<file path="config.mk">
export PLATFORM = sky130hd
export DESIGN_NAME = parking_sensor_emulator
export DESIGN_NICKNAME = d
export VERILOG_FILES = /design/src/rtl/parking_sensor_emulator.sv
export SDC_FILE = /design/constraint.sdc
export NUM_CORES = 1
export LEC_CHECK = 0
export BUFFER_PORTS_ARGS = -buffer_cell sky130_fd_sc_hd__buf_2
export CAP_MARGIN = 25
export CORE_ASPECT_RATIO = 0.75
export CORE_MARGIN = 2
export CORE_UTILIZATION = 31
export CTS_BUF_LIST = sky130_fd_sc_hd__clkbuf_16
export CTS_CLUSTER_SIZE = 20
export DETAILED_ROUTE_END_ITERATION = 8
export GPL_TIMING_DRIVEN = 0
export SETUP_SLACK_MARGIN = 0.5
export SLEW_MARGIN = 5
export SYNTH_ARGS = -nofsm -noshare
export SYNTH_HDL_FRONTEND = slang
export SYNTH_SLANG_ARGS = --single-unit
</file>
<file path="constraint.sdc">
create_clock -name clk -period 5.4 [get_ports clk]
set_clock_uncertainty 0.05 [all_clocks]
set_input_delay 0.27 -clock clk [delete_from_list [all_inputs] [get_ports clk]]
set_output_delay 0.27 -clock clk [all_outputs]
set_load 0.01 [all_outputs]
</file>
<file path="src/rtl/parking_sensor_emulator.sv">
// parking_sensor_emulator
//   Plays the outer/inner photo-sensor sequences that the parking lot occupancy
//   decoder expects (car enter/exit, pedestrian enter/exit). One command runs
//   at a time, and each of its four phases is held for a programmable dwell.
//
// Handshake: a command is accepted when start=1 at a rising edge while the FSM
//   is IDLE. There is no ready signal. busy=1 tells the caller that a start
//   would be discarded. A start seen while busy is not queued; it is reported
//   by a one-cycle drop pulse.
//
// Ports
//   clk    in            system clock
//   reset  in            synchronous, active-low
//   start  in            command request, sampled only in IDLE
//   cmd    in  [1:0]     00 car enter, 01 car exit, 10 ped enter, 11 ped exit
//   dwell  in  [DWELL_W] cycles per phase (0 behaves as 1)
//   outer  out           emulated outer sensor, 1 = blocked
//   inner  out           emulated inner sensor, 1 = blocked
//   busy   out           sequence in progress
//   done   out           1-cycle pulse on the last cycle of the final phase
//   drop   out           1-cycle pulse after a start that arrived while busy
//   sent   out [SENT_W]  completed-command count, wraps to 0
module parking_sensor_emulator #(
    parameter int DWELL_W = 8,
    parameter int SENT_W  = 8
) (
    input  logic               clk,
    input  logic               reset,
    input  logic               start,
    input  logic [1:0]         cmd,
    input  logic [DWELL_W-1:0] dwell,
    output logic               outer,
    output logic               inner,
    output logic               busy,
    output logic               done,
    output logic               drop,
    output logic [SENT_W-1:0]  sent
);

    typedef enum logic [2:0] {
        IDLE = 3'd0,
        P1   = 3'd1,
        P2   = 3'd2,
        P3   = 3'd3,
        P4   = 3'd4
    } state_t;

    localparam logic [DWELL_W-1:0] DWELL_ONE = DWELL_W'(1);

    state_t             state_q, state_n;
    logic [DWELL_W-1:0] cnt_q, cnt_n;
    logic [DWELL_W-1:0] dwell_q, dwell_n;
    logic [1:0]         cmd_q, cmd_n;
    logic [1:0]         lines_n;
    logic               busy_n, done_n, drop_n;
    logic [SENT_W-1:0]  sent_n;

    // {outer,inner} for each command and phase.
    function automatic logic [1:0] phase_lines(input logic [1:0] c, input state_t s);
        logic [1:0] l;
        l = 2'b00;
        case (c)
            2'b00: case (s) P1: l = 2'b10; P2: l = 2'b11; P3: l = 2'b01; default: l = 2'b00; endcase
            2'b01: case (s) P1: l = 2'b01; P2: l = 2'b11; P3: l = 2'b10; default: l = 2'b00; endcase
            2'b10: case (s) P1: l = 2'b10; P2: l = 2'b00; P3: l = 2'b01; default: l = 2'b00; endcase
            default: case (s) P1: l = 2'b01; P2: l = 2'b00; P3: l = 2'b10; default: l = 2'b00; endcase
        endcase
        return l;
    endfunction

    // Next state and the registered output values are derived together. As a
    // result, the lines switch directly from one phase pattern to the next,
    // and done lines up with the final cycle of P4.
    always_comb begin
        state_n = state_q;
        cnt_n   = cnt_q;
        dwell_n = dwell_q;
        cmd_n   = cmd_q;
        drop_n  = 1'b0;

        case (state_q)
            IDLE: begin
                if (start) begin
                    state_n = P1;
                    cmd_n   = cmd;
                    dwell_n = (dwell == '0) ? DWELL_ONE : dwell;
                    cnt_n   = dwell_n - DWELL_ONE;
                end
            end
            P1, P2, P3, P4: begin
                drop_n = start;
                if (cnt_q == '0) begin
                    cnt_n = dwell_q - DWELL_ONE;
                    case (state_q)
                        P1:      state_n = P2;
                        P2:      state_n = P3;
                        P3:      state_n = P4;
                        default: begin
                            state_n = IDLE;
                            cnt_n   = '0;
                        end
                    endcase
                end else begin
                    cnt_n = cnt_q - DWELL_ONE;
                end
            end
            default: begin
                state_n = IDLE;
                cnt_n   = '0;
            end
        endcase

        // The last cycle of P4 is the one where the counter has reached zero.
        done_n  = (state_n == P4) && (cnt_n == '0);
        busy_n  = (state_n != IDLE);
        lines_n = busy_n ? phase_lines(cmd_n, state_n) : 2'b00;
        sent_n  = sent + SENT_W'(done_n);
    end

    always_ff @(posedge clk) begin
        if (!reset) begin
            state_q <= IDLE;
            cnt_q   <= '0;
            dwell_q <= '0;
            cmd_q   <= 2'b00;
            outer   <= 1'b0;
            inner   <= 1'b0;
            busy    <= 1'b0;
            done    <= 1'b0;
            drop    <= 1'b0;
            sent    <= '0;
        end else begin
            state_q <= state_n;
            cnt_q   <= cnt_n;
            dwell_q <= dwell_n;
            cmd_q   <= cmd_n;
            outer   <= lines_n[1];
            inner   <= lines_n[0];
            busy    <= busy_n;
            done    <= done_n;
            drop    <= drop_n;
            sent    <= sent_n;
        end
    end

endmodule

</file>
==> results.json <==
{
  "max-cap-violations": 0,
  "worst_hold_slack_ns": 0.183,
  "finalHoldViolCount": 0,
  "async_flop_share": 0,
  "syn_avg_cell_area_um2": 8.18,
  "leakage_nw": 0.983,
  "status": "finished, final reports clean",
  "path_depth": 13,
  "critPathKind": "reg2reg",
  "grt_max_degree": 12,
  "start_util": 0.321,
  "postCtsSetupBuffers": 0,
  "r2r-start": "cnt_q[0]$_SDFF_PN0_",
  "end_kind": "register",
  "dieWidth_um": 97.4,
  "drtIter0Drc": 264,
  "cts.sinks": 34,
  "min_period_ns": 3.71,
  "ys.flop_type": "dfxtp_1",
  "nets": 298,
  "clk_latency_ns": 0.28,
  "synth_cell_types": 53,
  "cts_resized": 0,
  "worstReg2RegEnd": "sent[7]$_SDFF_PN0_",
  "critPathMaxStageDelay_ns": 0.52,
  "path_cells": "inv_1 > ha_1 > nor4b_2 > nand2_1 > o41ai_1 > nand4_1 > nor4_1 > and3b_1 > ha_1 > and3_1 > nand3_1 > xor2_1 > nor2_1",
  "rsz0062_at_grt": "false",
  "synth_warnings": 0,
  "routedWlPerCell_um": 14.6,
  "syn_inst": 248,
  "drive_above_1_share": 0.174,
  "cp-endpoint": "sent[7]$_SDFF_PN0_",
  "seq_area_frac_synth": 0.336,
  "grt_overflow": 0,
  "grt_pass1_wl_um": 8870,
  "required_ns": 5.50,
  "cts.reportedPaths.clkPinSlew_ns": 0.06,
  "cts_root_buf": "clkbuf_16",
  "worstHoldPathType": "in2reg",
  "place_ws_ns": 1.71,
  "dieHeight_um": 74.1,
  "row_count": 25,
  "irDropWorstVdd_uv": 161,
  "worstPathArrival_ns": 3.82,
  "cts_tree": "yes",
  "cts_buffer_depth": 2,
  "timing.fmax_mhz": 269,
  "ant_nets": 0,
  "max-slew-margin-rel": 0.372,
  "antennaDiodeCount": 0,
  "routed_wl_um": 5300,
  "first_global_vias": 1753,
  "vias": 1969,
  "cpMaxStageDelayCell": "nor4_1",
  "setup-violations-final": 0,
  "firstDrtPassIters": 4,
  "place_hpwl_um": 4030,
  "vias_per_cell": 5.44,
  "p_total_w": 0.000966,
  "startpoint": "cnt_q[0]$_SDFF_PN0_",
  "numPortBuffers": 24,
  "cts_buffers": 5,
  "core-area_mm2": 0.00632,
  "finalCritPeriodShare": 0.688,
  "drcViolationCount": 0,
  "ioPinCount": 26,
  "crit_path_start_kind": "register",
  "cellPowerDensity_mw_per_mm2": 403,
  "gp_congestion": 0.933,
  "cts_max_level": 2,
  "syn2layout_area_growth_pct": 18.1,
  "synth-edff-count": 0,
  "syn-num-nets": 266,
  "synth_area_mm2": 0.00203,
  "slew_viol_final": 0,
  "cp_num_buf_inv": 1,
  "worstMarginPinSlew_ns": 0.935,
  "rrSetupSlack_ns": 1.69,
  "worst-r2r-cell-count": 13,
  "fin_tns_setup_ns": 0,
  "cp_common_cell": "ha_1",
  "grt.total_usage": 0.155,
  "ctsHoldBuffers": 0,
  "finalWorstSetupSlack_ns": 1.69,
  "dieArea_mm2": 0.00721,
  "antenna_found_initial": 0,
  "critical_path.max_fanout": 8,
  "path_delay_family": "simple AND/OR/NAND/NOR gates",
  "final_util": 0.379,
  "synth_seq_cells": 34
}
==> cell families (layout without fill, tap and decap cells) <==
logic type                 Yosys count  count (layout)  synth area share
and+or+nand+nor                    108             108             0.294
AOI/OAI and AO/OA                   63              63             0.213
DFF                                 34              34             0.336
buffers and inverters               23              56            0.0611
xor gates and xnor gates            13              13            0.0561
adders and majority gates            5               5            0.0308
muxes                                2               2           0.00987
==> worst min-delay path: stages <==
cell	delay, ns
buf_2	0.10
nand2_1	0.05
a21oi_1	0.05
==> area by class of cell <==
| type | instances | area, um2 |
|---|---|---|
| Buffer | 10 | 75.1 |
| Clock buffer | 5 | 125 |
| Clock inverter | 3 | 16.3 |
| Fill cell | 682 | 3920 |
| Inverter | 13 | 48.8 |
| Multi-Input combinational cell | 191 | 1220 |
| Sequential cell | 34 | 681 |
| Tap cell | 81 | 101 |
| Timing Repair Buffer | 25 | 125 |
==> per-stage QoR <==
step	cell area, um2	cells
finish	2400	362
global route	2400	362
CTS	2390	361
detailed placement	2250	353
global placement	2250	353
floorplan	2030	248
==> report_power, final <==
part | switching (W) | internal [W]
sequential | 0.0000337 | 0.000283
combinational | 0.000223 | 0.000148
clock | 0.000111 | 0.000168
==> worst min path at each step <==
stage                              endpoint               startpoint  cells after the start
floorplan               cnt_q[7]$_SDFF_PN0_                    reset                      1
global placement    dwell_q[7]$_SDFFE_PN0P_  dwell_q[7]$_SDFFE_PN0P_                      2
detailed placement      cmd_q[1]$_SDFF_PN0_      cmd_q[1]$_SDFF_PN0_                      2
CTS                     cmd_q[1]$_SDFF_PN0_                   cmd[1]                      3
global route            cmd_q[1]$_SDFF_PN0_                   cmd[1]                      3
finish                  cmd_q[1]$_SDFF_PN0_                   cmd[1]                      3
==> registers in the layout, indices dropped and copies added (netlist names) <==
signal / flops
sent: 8
state_q: 3
cnt_q: 8
done: 1
cmd_q: 2
busy: 1
dwell_q: 8
outer: 1
drop: 1
inner: 1
==> Yosys cell counts (all sizes together), types with 3 or more instances <==
library cell	count	area share
clkbuf	7	0.013
nor4	4	0.012
inv	13	0.024
o21a	7	0.026
dfxtp	34	0.34
ha	5	0.031
a31oi	8	0.025
nor3	9	0.025
nand2	23	0.043
nor2	23	0.043
o31ai	3	0.018
o21ai	10	0.025
and2	5	0.015
or3	5	0.017
or4	5	0.022
nand3	12	0.030
o211ai	4	0.015
a21oi	15	0.037
xnor2	6	0.026
xor2	7	0.030
and3	7	0.025
nand4	3	0.0093
==> cells in the final DEF (no fill, tap or decap), types with 3 or more instances in the layout <==
cell type  instances
and2_1             5
nor2_1            23
nand3_1           12
ha_1               5
clkbuf_16          5
dfxtp_1           34
xnor2_1            6
nand2_1           23
and3_1             5
nor4_1             4
o21a_1             7
a21oi_1           15
clkbuf_1           7
nor3_1             8
o211ai_1           4
buf_2             25
xor2_1             7
a31oi_1            8
nand4_1            3
inv_1             13
o21ai_0           10
or3_1              3
==> per-layer routing <==
metal  share of wire  GRT usage  vias up
li1                -          -      987
met1            0.50      0.227      886
met2            0.39      0.222       84
met3           0.086     0.0367       12
met4           0.020     0.0586        0
met5               0          0        -
(Power assumes the default switching activity.)
